## config.mk

```make
export PLATFORM = sky130hd
export DESIGN_NAME = key_scan
export DESIGN_NICKNAME = d
export VERILOG_FILES = /design/src/rtl/key_scan.sv
export SDC_FILE = /design/constraint.sdc
export NUM_CORES = 1
export LEC_CHECK = 0
export BUFFER_PORTS_ARGS = -buffer_cell sky130_fd_sc_hd__buf_4
export CAP_MARGIN = 20
export CORE_AREA = 5 5 96 98
export CTS_CLUSTER_DIAMETER = 150
export CTS_CLUSTER_SIZE = 8
export DETAILED_ROUTE_END_ITERATION = 6
export DIE_AREA = 0 0 101 103
export HOLD_SLACK_MARGIN = 0.02
export SLEW_MARGIN = 15
export SYNTH_ARGS = -nofsm -noshare
export SYNTH_HDL_FRONTEND = slang
export SYNTH_SLANG_ARGS = --single-unit
```

## constraint.sdc

```tcl
create_clock -name clk -period 2.56 [get_ports clk]
set_input_delay 0.384 -clock clk [delete_from_list [all_inputs] [get_ports clk]]
set_output_delay 0.384 -clock clk [all_outputs]
set_load 0.01 [all_outputs]
```

## src/rtl/key_scan.sv

```systemverilog
// 4x4 matrix keypad scanner: rotates an active-low row strobe on a divided tick,
// debounces press and release, and keeps a history of the last eight key codes.
module key_scan #(
  parameter int unsigned SCAN_DIV  = 25000,
  parameter int unsigned DEB_TICKS = 4
) (
  input  logic        clk,
  input  logic        rst,
  input  logic [3:0]  col,
  output logic [3:0]  row,
  output logic        key_valid,
  output logic [3:0]  key_code,
  output logic [31:0] Data
);

  localparam int unsigned DivW = (SCAN_DIV > 1) ? $clog2(SCAN_DIV) : 1;
  localparam int unsigned DebW = (DEB_TICKS > 0) ? $clog2(DEB_TICKS + 1) : 1;
  localparam logic [DivW-1:0] DivMax   = DivW'(SCAN_DIV - 1);
  localparam logic [DebW-1:0] DebTicks = DebW'(DEB_TICKS);

  typedef enum logic [1:0] {StScan, StDebounce, StPressed, StRelease} state_e;

  function automatic logic is_one_low(input logic [3:0] v);
    logic res;
    case (v)
      4'b1110, 4'b1101, 4'b1011, 4'b0111: res = 1'b1;
      default:                            res = 1'b0;
    endcase
    return res;
  endfunction

  function automatic logic [1:0] low_idx(input logic [3:0] v);
    logic [1:0] res;
    if (!v[0])      res = 2'd0;
    else if (!v[1]) res = 2'd1;
    else if (!v[2]) res = 2'd2;
    else            res = 2'd3;
    return res;
  endfunction

  logic [3:0]      col_meta, col_s;
  logic [DivW-1:0] div_q, div_d;
  logic            tick;
  state_e          state_q, state_d;
  logic [3:0]      row_q, row_d, row_next;
  logic [DebW-1:0] stable_q, stable_d, stable_inc;
  logic [1:0]      r_q, r_d, c_q, c_d;
  logic [3:0]      col_lat_q, col_lat_d;
  logic            valid_q, valid_d;
  logic [3:0]      code_q, code_d;
  logic [31:0]     data_q, data_d;

  // The column lines are asynchronous; only col_s is used downstream.
  always_ff @(posedge clk or posedge rst) begin
    if (rst) begin
      col_meta <= 4'hF;
      col_s    <= 4'hF;
    end else begin
      col_meta <= col;
      col_s    <= col_meta;
    end
  end

  assign tick       = (div_q == DivMax);
  assign div_d      = tick ? '0 : div_q + 1'b1;
  assign row_next   = {row_q[2:0], row_q[3]};
  assign stable_inc = stable_q + 1'b1;

  always_comb begin
    state_d   = state_q;
    row_d     = row_q;
    stable_d  = stable_q;
    r_d       = r_q;
    c_d       = c_q;
    col_lat_d = col_lat_q;
    valid_d   = 1'b0;
    code_d    = code_q;
    data_d    = data_q;
    if (tick) begin
      unique case (state_q)
        StScan: begin
          if (is_one_low(col_s)) begin
            r_d       = low_idx(row_q);
            c_d       = low_idx(col_s);
            col_lat_d = col_s;
            stable_d  = '0;
            state_d   = StDebounce;
          end else begin
            row_d = row_next;
          end
        end
        StDebounce: begin
          if (col_s == col_lat_q) begin
            stable_d = stable_inc;
            if (stable_inc == DebTicks) begin
              state_d = StPressed;
              valid_d = 1'b1;
              code_d  = {r_q, c_q};
              data_d  = {data_q[27:0], r_q, c_q};
            end
          end else begin
            state_d = StScan;
            row_d   = row_next;
          end
        end
        StPressed: begin
          if (col_s == 4'hF) begin
            stable_d = '0;
            state_d  = StRelease;
          end
        end
        StRelease: begin
          if (col_s == 4'hF) begin
            stable_d = stable_inc;
            if (stable_inc == DebTicks) begin
              state_d = StScan;
              row_d   = row_next;
            end
          end else begin
            // Bounce during release: keep holding, never re-emit.
            stable_d = '0;
            state_d  = StPressed;
          end
        end
        default: state_d = StScan;
      endcase
    end
  end

  always_ff @(posedge clk or posedge rst) begin
    if (rst) begin
      div_q     <= '0;
      state_q   <= StScan;
      row_q     <= 4'b1110;
      stable_q  <= '0;
      r_q       <= 2'd0;
      c_q       <= 2'd0;
      col_lat_q <= 4'hF;
      valid_q   <= 1'b0;
      code_q    <= 4'h0;
      data_q    <= 32'h0;
    end else begin
      div_q     <= div_d;
      state_q   <= state_d;
      row_q     <= row_d;
      stable_q  <= stable_d;
      r_q       <= r_d;
      c_q       <= c_d;
      col_lat_q <= col_lat_d;
      valid_q   <= valid_d;
      code_q    <= code_d;
      data_q    <= data_d;
    end
  end

  assign row       = row_q;
  assign key_valid = valid_q;
  assign key_code  = code_q;
  assign Data      = data_q;

endmodule

```

==> metrics.txt, run 1 <==
ANT cells=0; CTS Sinks=73; Die Width=between 100 and 150 µm; PD cells=approximately 600 mW/mm²; first-pass GRT wire length=8.76 mm; Post-synth EDFFs=0; vias in the first global route=1867; WL/cell=approximately 14 µm; clock tree buffer depth=2; 1st-iter DRT viols=97; Worst-Skew Late Latency=~0.33 ns; Met2 Routed Length=2.37 mm; skew final=0.00746 ns; largest net degree at the start of global routing=46; DR vias/cell=4.85; vias after detailed routing=1922; Max-Cap Viols=0; Syn Area/Cell=about 13 µm²; area leader, netlist=dfrtp_1; GR Util All Layers=a little over a tenth; Slew @ Worst Pin=0.619 ns; crit path launch type=flip-flop; Achievable Freq=0.441 GHz; Clk Tree Root Cell=clkbuf_8; VDD IR-drop max=341 µV; Top Ports=47; DR WL met3=324 µm; Mapped Cells=238; First-pass DRT Iterations=4; CTS tree=yes; setup TNS=0 ns; top cell type's share of synthesized area=45.6%; WL met1=2.58 mm; RD Place Congestion=0.788; Rel. slew slack=around three fifths; GRT overflow=0; total wire length=5.35 mm; WHS=between 0.1 and 0.15 ns; Final Hold Fails=0; core area=0.00838 mm²; Netlist cell types=46; Critical Path End Type=flip-flop; total number of yosys warnings=0; share of post-route cells with drive strength above 1=43.1%; asr flop ratio synth=100%; initial antenna violation count=0; crit path kind=flip-flop to flip-flop; Tmin final=2.27 ns; CP arrival=2.48 ns; H-tree depth=3; postcts setup bufs=0; clock-pin slew of the registers on the worst-case setup and hold paths=0.07 ns; # setup viols final=0; Starting Density=between 30% and 40%; HP Class=primary input to asynchronous set/reset pin; quantity of gates resized following cts=0; sequential share of the synthesized area=58.0%; Synth Flop Type=dfrtp_1; hold buffers post-CTS=0; Detail Placement HPWL=approximately 3.7 mm; Yosys reg bits=73; Highest Signal Layer=met4; synthesized area=0.00318 mm²; Final Max Slew Viols=0; Crit path required time=between 2 and 3 ns; P_leak=1.88 nW; fin util=45.1%; Residual DRC=0; DP Worst Slack=around 0.28 ns; Mapped Nets=~250; largest cells by area after synthesis=dfrtp_1, mux2_2, dfstp_2; CTS Buf Count=9; RSZ-0062 raised after global routing=no; Row Count=34; Critical Path Fanout Max=32; Die Ht=103 µm; status=finished, final reports clean; Port Buffers=46; die area=0.0104 mm²; Worst Slack Setup Final=a little under 0.3 ns; final net count=292; layout overhead on the synthesized area=18.9%; Post-DRT Antenna Nets=0; period utilization=88.5%
## flip-flops by register name, indices dropped and copies added (netlist names)
register / flops
state_q: 2
key_code: 3
row: 4
col_s: 4
Data: 29
col_lat_q: 4
key_valid: 1
stable_q: 3
col_meta: 4
c_q: 2
r_q: 2
div_q: 15
## Yosys cell counts, types with 2 or more instances
cell       instances
ha_1               3
buf_4              4
buf_6              2
nor2_1            13
nand3_1            7
dfstp_2           15
dfrtp_1           58
xnor2_1            6
inv_1              9
mux2i_1            3
xor2_1            12
and3_1             3
a21oi_1            2
nand4_1            4
o21ai_0            7
mux2_2            40
o2bb2ai_1          2
nor3_1             2
clkbuf_8           6
a21o_1             2
and4_1             2
and2_1             2
nand2_1           11
## power by group
part	switching (mW)	internal, mW	total (mW)	leakage, nW
combinational	0.0322	0.0162	0.0484	0.808
clock	0.406	0.649	1.05	0.118
sequential	0.00855	1.17	1.17	0.953
## cell families after synthesis
kind of cell               share of synthesized area (%)
xor gates and xnor gates                            4.96
buffers and inverters                               5.55
muxes                                               15.1
AOI/OAI and AO/OA                                   4.45
and+or+nand+nor                                     10.7
adders and majority gates                           1.18
DFF                                                 58.0
## cell type report
class                   count  area [µm²]
clock inverters             5         104
clock buffers              11         131
flip-flops and latches     73        1850
repair buffers             48         373
fillers                   808        4600
well taps                 108         135
inverters                   9        33.8
multi-input cells         142        1160
## cells in the final DEF, fill, tap and decap left out, drive strengths merged, types with 2 or more instances in the layout
cell,netlist,routed
xor2,12,12
buf,7,48
nor3,2,2
a21o,2,2
nor2,13,13
nand2,11,11
xnor2,6,6
nand3,7,7
and3,3,3
dfrtp,58,58
a21oi,2,2
mux2,40,40
nor4,2,2
dfstp,15,15
clkbuf,7,11
inv,9,9
and4,2,2
clkinv,0,2
bufinv,0,3
and2,2,2
ha,3,3
mux2i,3,3
nand4,5,5
o21ai,7,7
o2bb2ai,2,2
## per-layer routing
layer	global-route usage [%]	up-vias
met4	4.40	0
met1	14.0	950
met2	16.2	42
li1	-	924
met3	3.52	6
met5	0	-
## metrics by stage
stage | cell area [µm²] | cells | power [mW]
2_1_floorplan | 3180 | 238 | 1.23
3_3_place_gp | 3550 | 380 | 1.25
3_5_place_dp | 3550 | 380 | 1.25
4_1_cts | 3780 | 396 | 2.31
5_1_grt | 3780 | 396 | 2.38
6_report | 3780 | 396 | 2.28
## worst paths after layout
check | from | endpoint | slack, ns | cells past startpoint
hold reg to reg | col_meta[2] | col_s[2] | 0.36 | 0
min in group clk | col[2] | col_meta[2] | 0.16 | 1
max in group asynchronous | rst | col_lat_q[0] | 1.73 | 3
setup reg to reg | col_s[1] | Data[29] | 0.29 | 4
setup / recovery | col_s[1] | Data[29] | 0.29 | 4
hold / removal | rst | Data[28] | 0.13 | 2
## critical path, cell delays in order (launching register included)
cell,delay (ns)
dfstp_2,0.60
xor2_1,0.12
nor4_4,0.43
nand4_4,0.53
mux2_2,0.46
(Power assumes the default switching activity.)
==> run 2, diff against run 1 <==
Settings changed: RECOVER_POWER set to 25.
==> run 2 against run 1 <==
  * Clock power hardly changed
  * Sequential power hardly changed
  * Clock skew stayed put
  * Critical path type unchanged
  * Die area stayed put
  * Critical endpoint unchanged
  * Utilization is 0.18 points lower
  * Total power is 0.17% lower
==> metrics.txt, run 2 (synthesis gave the netlist of run 1 again) <==
status=finished, final reports clean; CP max stage delay=roughly 0.60 ns; Final Hold Fails=0; vias after detailed routing=1920; most frequent cells in the layout=dfrtp_1, buf_4, mux2_2, dfstp_2, nor2_1; die area=0.0104 mm²; Rel. slew slack=27.1%; DR vias/cell=~4.8; # setup viols final=0; skew final=~0.0075 ns; Final Max Slew Viols=0; placed cells=380; CTS Buf Count=9; crit path launch type=flip-flop; CP max stage cell=dfstp_2; Clk Tree Root Cell=clkbuf_8; crit path kind=flip-flop to flip-flop; GR Util met3=3.52%; final net count=between 200 and 300; WL/cell=around 14 µm; Residual DRC=0; first-pass GRT wire length=8.76 mm; CTS Sinks=73; period utilization=88.5%; 1st-iter DRT viols=100; commonest non-fill, non-tap cell in the layout=dfrtp_1; share of post-route cells with drive strength above 1=42.7%; Tmin final=2.27 ns; CP arrival=2.48 ns; clock-pin slew of the registers on the worst-case setup and hold paths=around 0.07 ns; layout overhead on the synthesized area=18.4%; Slew @ Worst Pin=roughly 1.1 ns; area of the multi-input gates=0.00116 mm²; PD cells=just over 600 mW/mm²; CTS tree=yes; RSZ-0062 raised after global routing=no; core area=0.00838 mm²; Crit path required time=2.77 ns; GR Util All Layers=a little over a tenth; busiest metal layer after global routing=met2; quantity of gates resized following cts=0; Row Count=34; vias in the first global route=roughly 1900; Die Width=101 µm; M2 GR Usage=16.2%; HP Class=primary input to flip-flop; postcts setup bufs=0; First-pass DRT Iterations=4; Achievable Freq=~0.44 GHz; Starting Density=38.0%; post-route insts no fill=396; H-tree depth=3; ANT cells=0; hold buffers post-CTS=0; clock tree buffer depth=2; largest net degree at the start of global routing=46; storage element area=0.00185 mm²; initial antenna violation count=0; RD Place Congestion=0.788; Critical Path Fanout Max=32; P_leak=about 1.9 nW; fill count=810; Worst-Skew Late Latency=0.33 ns; Top Ports=47; Port Buffers=46; met1 GRT Util=14.0%; Critical Path End Type=flip-flop; Cell Chain, Critical Path=xor2_1, nor4_4, nand4_4, mux2_2; Die Ht=103 µm; VDD IR-drop max=341 µV; GRT overflow=0; max reg flops=29; Post-DRT Antenna Nets=0; setup TNS=0 ns; Max-Cap Viols=0; total wire length=approximately 5.3 mm; Detail Placement HPWL=3.74 mm
==> run 2: changes by cell type in the layout (fill, tap and decap cells not counted), sizes merged <==
| cell | change |
|---|---|
| buf | -6 |
| clkbuf | +6 |
==> run 2: critical path, delay by kind of cell, from the launching register on <==
kind / cells / cell delay, ns
flip-flops: 1 / 0.60
AND/OR/NAND/NOR: 2 / 0.96
multiplexers: 1 / 0.46
XOR/XNOR: 1 / 0.12
==> run 2: through the flow <==
stage                     cell area [µm²]  power [mW]  worst slack (ns)  hold WS [ns]  util [%]
after detailed placement             3550        1.25             0.283         0.347      42.3
after global placement               3550        1.25             0.311         0.346      42.3
after CTS                            3780        2.31             0.269         0.134      45.1
final                                3770        2.27             0.295         0.158      44.9
after floorplan                      3180        1.23             0.348         0.345         -
after global routing                 3770        2.37             0.125         0.129      44.9
==> run 2: where the power goes <==
| group | switching [mW] | internal, mW | total, mW |
|---|---|---|---|
| logic | 0.0316 | 0.0130 | 0.0446 |
| clock network | 0.405 | 0.649 | 1.05 |
| registers | 0.00855 | 1.17 | 1.17 |
==> run 2: routing by layer <==
metal / vias up / routed length [µm]
met5: - / 0
met4: 0 / 68
met3: 6 / 324
met2: 42 / 2370
met1: 948 / 2590
li1: 924 / -
==> run 2: final cells by class <==
cell class / count / share of cell area (%)
inverter: 9 / 0.897
timing repair buffer: 48 / 9.50
clock inverter: 5 / 2.76
clock buffer: 11 / 3.49
sequential: 73 / 49.0
tap: 108 / 3.59
multi-input combinational: 142 / 30.8
==> run 2: path summary, 6_finish.rpt <==
check,startpoint,endpoint,slack (ns),depth (start not counted)
min in group asynchronous,rst,Data[28],0.31,2
hold reg to reg,col_meta[2],col_s[2],0.36,0
max in group asynchronous,rst,stable_q[0],0.63,3
setup / recovery,col_s[1],Data[29],0.29,4
setup reg to reg,col_s[1],Data[29],0.29,4
hold / removal,col[0],col_meta[0],0.16,1
==> run 3, diff against run 2 <==
Settings changed: CORE_AREA 5 5 96 98 to 5 5 119 121, DIE_AREA 0 0 101 103 to 0 0 124 126, GPL_TIMING_DRIVEN set to 0.
==> run 3 against run 2 <==
  * The flow now finishes with violations (max-capacitance violations, max-slew violations)
  * Total power up 17%
  * Global-route usage down 2.9 points
  * Count of clock-buffer cells in the layout down 1
  * Sequential power about the same
  * Cell count up 20%
  * Largest cell class unchanged
  * Largest power group is now the clock network
==> metrics.txt, run 3 (synthesis gave the netlist of run 1 again) <==
Final Max Slew Viols=39; GR Util met3=3.77%; setup TNS=0 ns; GRT overflow=0; Critical Path Fanout Max=9; Rel. slew slack=-4.82%; postcts setup bufs=0; # setup viols final=0; M2 GR Usage=between 10% and 20%; layout overhead on the synthesized area=28.8%; WL/cell=11.7 µm; HP Class=primary input to flip-flop; Die Width=124 µm; first-pass GRT wire length=9.64 mm; 1st-iter DRT viols=186; Tmin final=2.10 ns; share of post-route cells with drive strength above 1=45.2%; P_leak=approximately 2.0 nW; RD Place Congestion=0.753; placed cells=461; crit path kind=flip-flop to flip-flop; vias after detailed routing=1974; met1 GRT Util=10.2%; Post-DRT Antenna Nets=0; Worst-Skew Late Latency=0.33 ns; clock tree buffer depth=2; H-tree depth=3; CTS tree=yes; crit path launch type=flip-flop; Detail Placement HPWL=~4 mm; hold buffers post-CTS=0; Residual DRC=0; quantity of gates resized following cts=0; core area=0.0130 mm²; CP max stage delay=0.52 ns; Top Ports=47; design area=0.00410 mm²; Final Hold Fails=0; Max-Cap Viols=1; clock-pin slew of the registers on the worst-case setup and hold paths=0.06 ns; most frequent cells in the layout=dfrtp_1, buf_4, mux2_2, dfstp_2, nor2_1; CP top delay family=simple AND/OR/NAND/NOR gates; period utilization=82.0%; Worst Slack Setup Final=0.461 ns; Die Ht=126 µm; post-route insts no fill=477; First-pass DRT Iterations=4; Port Buffers=between 40 and 50; CTS Buf Count=9; VDD IR-drop max=295 µV; RSZ-0062 raised after global routing=no; largest net degree at the start of global routing=39; max reg flops=29; CP max stage cell=dfstp_2; fill count=between 1000 and 1500; Critical Path End Type=flip-flop; Starting Density=roughly 25%; die area=~0.016 mm²; status=finished with violations; ANT cells=0; Post-DP Area=0.00377 mm²; DR vias/cell=4.14; total wire length=5.60 mm; GR Util All Layers=7.73%; Achievable Freq=0.476 GHz; DP Worst Slack=0.464 ns; commonest non-fill, non-tap cell in the layout=dfrtp_1; CP arrival=between 2 and 2.5 ns; Clk Tree Root Cell=clkbuf_16; Row Count=42; busiest metal layer after global routing=met2; vias in the first global route=1930; final net count=305; CP bufs+invs=1; Crit path required time=2.77 ns; CTS Sinks=between 70 and 80; initial antenna violation count=0; Cell Chain, Critical Path=clkbuf_8, xor2_1, nor4_4, nand2_1, nand4b_1, mux2_2; Slew @ Worst Pin=1.56 ns; Tot Pwr=around 2.7 mW; skew final=roughly 0.0067 ns; failing checks=max-capacitance violations, max-slew violations; PD cells=~650 mW/mm²
[run 3: cell count changes in the layout (fill, tap and decap cells not counted), moves of 2 or more]
cell,before,now
clkbuf_16,0,9
buf_4,42,45
clkbuf_8,9,6
buf_6,0,2
[run 3: metal layers]
layer	share of wire, %	up-vias
met5	0	-
met4	0.80	0
met3	7.3	8
met2	46	52
met1	46	964
li1	-	950
[run 3: report_power, final]
part	internal [mW]	switching, mW
clock network	0.956	0.474
registers	1.17	0.00209
logic	0.0201	0.0398
total	2.14	0.516
[run 3: worst reg2reg max path: cells and delay by family, from the launching register on]
kind / cells / cell delay (ns)
buffers and inverters: 1 / 0.15
flip-flops: 1 / 0.52
XOR/XNOR: 1 / 0.09
AND/OR/NAND/NOR: 3 / 0.85
multiplexers: 1 / 0.38
[run 3: layout make-up]
| type | instances | area [µm²] | share of cell area, % |
|---|---|---|---|
| Tap cell | 176 | 220 | 5.38 |
| Clock buffer | 10 | 229 | 5.59 |
| Buffer | 14 | 143 | 3.48 |
| Inverter | 9 | 35.0 | 0.855 |
| Clock inverter | 6 | 115 | 2.81 |
| Sequential cell | 73 | 1850 | 45.1 |
| Timing Repair Buffer | 47 | 350 | 8.55 |
| Multi-Input combinational cell | 142 | 1160 | 28.3 |
[run 3: worst paths after layout]
path / start / end / slack [ns] / cells past startpoint
hold reg to reg: col_meta[2] / col_s[2] / 0.35 / 0
setup reg to reg: col_s[0] / row[0] / 0.46 / 6
max in group asynchronous: rst / key_code[2] / 0.67 / 3
min in group asynchronous: rst / Data[28] / 0.42 / 2
hold / removal: col[1] / col_meta[1] / 0.16 / 1
setup / recovery: col_s[0] / row[0] / 0.46 / 6
[run 3: through the flow]
| step | utilization, % | hold WS [ns] |
|---|---|---|
| finish | 31.6 | 0.165 |
| global route | 31.6 | 0.148 |
| CTS | 31.7 | 0.0856 |
| detailed placement | 29.0 | 0.347 |
| global placement | 28.9 | 0.348 |
| floorplan | - | 0.345 |
